--- config.mk ---
export PLATFORM = sky130hd
export DESIGN_NAME = fetch_controller
export DESIGN_NICKNAME = d
export VERILOG_FILES = /design/src/rtl/fetch_controller.sv
export SDC_FILE = /design/constraint.sdc
export NUM_CORES = 1
export LEC_CHECK = 0
export CAP_MARGIN = 10
export CORE_MARGIN = 4
export CORE_UTILIZATION = 55
export CTS_CLUSTER_SIZE = 12
export DETAILED_ROUTE_END_ITERATION = 16
export DONT_BUFFER_PORTS = 1
export PLACE_DENSITY_LB_ADDON = 0.08
export SYNTH_ARGS = -nofsm -noshare
export SYNTH_HDL_FRONTEND = slang
export SYNTH_SLANG_ARGS = --single-unit
--- constraint.sdc ---
create_clock -name clk -period 3 [get_ports clk]
set_input_delay 0.6 -clock clk [delete_from_list [all_inputs] [get_ports clk]]
set_output_delay 0.6 -clock clk [all_outputs]
set_load 0.01 [all_outputs]
--- src/rtl/fetch_controller.sv ---
// Instruction fetch controller: PC sequencing, redirect handling and a small instruction buffer.
// Optional fetch_count performance counter is built when FETCH_PERF_EN is defined.
module fetch_controller #(
  parameter logic [31:0] RESET_PC  = 32'h0000_0000,
  parameter int unsigned BUF_DEPTH = 2
) (
  input  logic        clk,
  input  logic        rst,
  input  logic        fetch_en,
  input  logic        redirect_valid,
  input  logic [31:0] redirect_pc,
  output logic [31:0] imem_addr,
  input  logic [31:0] imem_instr,
  output logic        out_valid,
  input  logic        out_ready,
  output logic [31:0] out_instr,
  output logic [31:0] out_pc
`ifdef FETCH_PERF_EN
  ,
  output logic [31:0] fetch_count
`endif
);

  localparam int unsigned PW = $clog2(BUF_DEPTH);
  localparam logic [PW:0] DepthC = BUF_DEPTH[PW:0];

  typedef enum logic [1:0] {StIdle, StRun, StRedirect} state_e;

  state_e        state;
  logic [31:0]   fetch_pc;
  logic [31:0]   buf_pc    [BUF_DEPTH];
  logic [31:0]   buf_instr [BUF_DEPTH];
  logic [PW-1:0] wr_ptr;
  logic [PW-1:0] rd_ptr;
  logic [PW:0]   count;
  logic          full;
  logic          pop;
  logic          push;

  assign full      = (count == DepthC);
  assign out_valid = (count != '0);
  // A redirect discards any handshake seen in the same cycle.
  assign pop       = out_valid && out_ready && !redirect_valid;
  assign push      = (state == StRun) && !redirect_valid && (!full || pop);
  assign imem_addr = fetch_pc;
  assign out_pc    = buf_pc[rd_ptr];
  assign out_instr = buf_instr[rd_ptr];

  always_ff @(posedge clk) begin
    if (rst) begin
      state     <= StIdle;
      fetch_pc  <= RESET_PC;
      wr_ptr    <= '0;
      rd_ptr    <= '0;
      count     <= '0;
      buf_pc    <= '{default: '0};
      buf_instr <= '{default: '0};
    end else if (redirect_valid) begin
      state    <= StRedirect;
      fetch_pc <= {redirect_pc[31:2], 2'b00};
      wr_ptr   <= '0;
      rd_ptr   <= '0;
      count    <= '0;
    end else begin
      case (state)
        StIdle, StRun, StRedirect: state <= fetch_en ? StRun : StIdle;
        default:                   state <= StIdle;
      endcase
      if (push) begin
        buf_pc[wr_ptr]    <= fetch_pc;
        buf_instr[wr_ptr] <= imem_instr;
        wr_ptr            <= wr_ptr + 1'b1;
        fetch_pc          <= fetch_pc + 32'd4;
      end
      if (pop) begin
        rd_ptr <= rd_ptr + 1'b1;
      end
      if (push && !pop) begin
        count <= count + 1'b1;
      end else if (pop && !push) begin
        count <= count - 1'b1;
      end
    end
  end

`ifdef FETCH_PERF_EN
  always_ff @(posedge clk) begin
    if (rst) begin
      fetch_count <= '0;
    end else if (pop) begin
      fetch_count <= fetch_count + 32'd1;
    end
  end
`endif

endmodule

==> results by group <==
Status
  • Status: finished clean

Floorplanning
  • Initial Util: 56.6%
  • Die width: 122 µm
  • Core ar.: around 13,000 µm²
  • Die Ht: around 120 µm
  • IO Pins: approximately 170
  • # rows: just over 40
  • Die Area: 15,000 µm²

CTS
  • Clk buf depth: 2
  • CTS Buf Count: 17
  • CTS root buf: clkbuf_16
  • Number of H-tree levels: 4
  • CTS resizes: 0
  • Clk slew on worst S/H paths: 0.07 ns
  • Post-CTS setup buffers: 0
  • Clock Sinks: 160
  • CTS tree: yes
  • Cts hold-fix bufs: 0
  • Clock Latency Late Sink: 0.43 ns

Worst setup path
  • Worst Path Max Fanout: 48
  • CP required: 2.40 ns
  • Crit Path Category: reg -> out
  • Worst stage delay on the critical path: 0.62 ns
  • Slowest cell on the critical path: dfxtp_2
  • R2r worst-path depth: 4
  • Buf+Inv Stages, Crit Path: 1
  • CP Cell Sequence: buf_12 > mux2_2
  • Arr. time, crit path: 1.85 ns
  • Critical path's top delay family: flip-flops
  • WP depth: 2
  • Crit start category: register
  • Worst setup EP type: output pin

Global routing
  • Met1 Use GR: 31.3%
  • GRT Total Usage: roughly a quarter
  • GR Layer Usage met3: 9.82%
  • GR peak layer: met2
  • First-pass GRT wire length: a little over 30 mm
  • Met2 Track Usage GR: a little over two fifths
  • Largest net degree at the start of global routing: 153
  • Initial antenna violation count: 0
  • GRT overflow: 0
  • Vias in the first global route: 5,969

Layout
  • Finished Layout Cells: 1,037
  • Commonest non-fill, non-tap cells in the layout: 270 x nand2_1, 159 x dfxtp_1, 125 x a21oi_1, 62 x mux2_2, 27 x nor2_1
  • Layout Nets: 924
  • Fin util: just over 60%
  • # diodes: 0
  • Seq. cell area: 3200 µm²
  • Final Cell Area: 7900 µm²
  • Fillcell total: ~1,100
  • Multi-input gate area: roughly 3600 µm²
  • Fraction of layout cells with a size suffix above 1: roughly 14%
  • Commonest non-fill, non-tap cell in the layout: nand2_1
  • Area Growth Syn to Fin: 9.64%

Detailed routing
  • Vias/cell: 6.00
  • WL/cell: 18.8 µm
  • Via count: ~6,200
  • Detailed Route WL: 19.5 mm
  • Antenna Nets Post-Route: 0
  • Starting DRC count in detailed routing: 529
  • Remaining DRCs: 0
  • TritonRoute pass-1 iters: 5

STA
  • Unrepaired setup endpoints after global routing: no
  • Final Hold Fails: 0
  • Fmax: 409 MHz
  • Worst setup slack after layout: 0.554 ns
  • Final setup viols: 0
  • Tcrit/Tclk final: about four fifths
  • Max_slew headroom: between 30 and 40%
  • Fin Setup TNS: 0 ns
  • Post-route minimum period: 2.45 ns
  • Worst slew pin tran: ~0.9 ns
  • Clk_skew: approximately 0.010 ns
  • Max-slew violation count: 0

Logic synthesis
  • Cell variety after synth: 57
  • Avg Inst Size Synth: 8.14 µm²
  • Synth top area cells: dfxtp_1 44%, nand2_1 14%, mux2_2 9.7%, a21oi_1 8.7%, clkbuf_1 2.7%
  • Post-Syn Area: about 7200 µm²
  • Main synth FF type: dfxtp_1
  • Area share of the leading cell type in the synthesized netlist: between 40% and 50%
  • Post-synth EDFFs: 0
  • Post-synthesis sequential area ratio: 44.5%
  • Register bit total from synthesis: 160
  • Largest area contributor in the netlist: dfxtp_1
  • Yosys Warn Count: 0
  • Post-synth ARST share: 0%
  • Syn Inst Count: 885

Placed design
  • Pre-CTS WS: approximately 0.66 ns
  • Cell Area, Placed: a little over 7000 µm²
  • Buffers on Ports: 0
  • Dpl hpwl: about 13 mm
  • Post-Place Cells: between 1,000 and 1,500
  • Gpl congestion: between 0.9 and 1

Pwr
  • Power per cell area: 594 nW/µm²
  • Leakage: approximately 2.6 nW
  • Worst VDD drop: just over 0.4 mV

Hold path
  • Hold Path Depth: 1
  • Worst Hold Class: in -> reg

Flow run
  • Max Cap Violations: 0
[cell type report]
class,instances,share of cell area [%]
Clock buffer,18,5.56
Tap cell,172,2.73
Multi-Input combinational cell,648,46.1
Timing Repair Buffer,18,2.35
Clock inverter,13,2.35
Inverter,8,0.380
Sequential cell,160,40.6
[final timing paths]
kind | from | slack, ns | end
worst max-delay path | rd_ptr | 0.55 | out_pc[25]
worst min-delay path | rst | 0.26 | imem_addr[25]
worst max register to register | imem_addr[11] | 0.63 | imem_addr[17]
worst min register to register | buf_instr[37] | 0.45 | buf_instr[37]
[per-stage QoR]
step	hold WS, ns	power, W
final	0.261	0.00469
after global routing	0.241	0.00484
after CTS	0.233	0.00473
after detailed placement	0.438	0.00247
after global placement	0.432	0.00246
after floorplan	0.433	0.00244
[worst register-to-register path, cell delays in order (launching register included)]
cell and delay, ns:
dfxtp_1 0.57, nand4_1 0.26, or4_1 0.75, or4_1 0.45, a311oi_1 0.25
[power by group]
group	internal [W]	total [W]	switching (W)
Combinational	0.0000711	0.000180	0.000109
Sequential	0.00217	0.00224	0.0000741
Clock	0.00141	0.00227	0.000859
Total	0.00365	0.00469	0.00104
[synth_stat cells, types with 2 or more instances]
cell	n
and3_1	7
nor3b_1	4
nand2b_1	3
o21ai_0	7
inv_1	7
buf_4	5
nor2b_1	3
clkbuf_2	2
o31ai_1	5
xnor2_1	8
clkbuf_1	51
clkbuf_8	5
and4_1	2
o311ai_0	6
nor2_1	27
or2_2	3
a211oi_1	9
nand3b_1	2
xor2_1	4
or3_1	4
or4_1	8
buf_2	3
nand3_1	17
nor4_1	11
nand4_2	2
o211ai_1	2
a22oi_1	2
buf_1	4
and4_2	2
dfxtp_1	160
nor4b_1	2
nand2_1	270
a311oi_1	9
nand4_1	12
a21oi_1	125
ha_1	2
nor3_1	4
a31oi_1	5
mux2_2	62
nand4b_1	2
[flip-flops by register name, indices dropped and copies added, names as in the netlist]
| signal | cells |
|---|---|
| rd_ptr | 1 |
| wr_ptr | 1 |
| state | 2 |
| count | 2 |
| imem_addr | 30 |
| buf_instr | 64 |
| buf_pc | 60 |
[cells by family (layout without fill, tap and decap cells)]
kind of cell | Yosys count | after routing | share of synthesized area (%)
and+or+nand+nor | 390 | 390 | 24.2
AOI/OAI and AO/OA | 178 | 178 | 14.4
DFF | 160 | 160 | 44.5
buffers and inverters | 80 | 57 | 5.39
muxes | 62 | 62 | 9.70
xor gates and xnor gates | 12 | 12 | 1.46
adders and majority gates | 2 | 2 | 0.347
other | 1 | 4 | 0.0521
[routing by layer]
layer / part of all wire [%] / wire (µm)
met1: 40 / 7720
met2: 48 / 9310
met3: 10 / 1960
met4: 2.7 / 522
met5: 0 / 0
(Power assumes the default switching activity.)
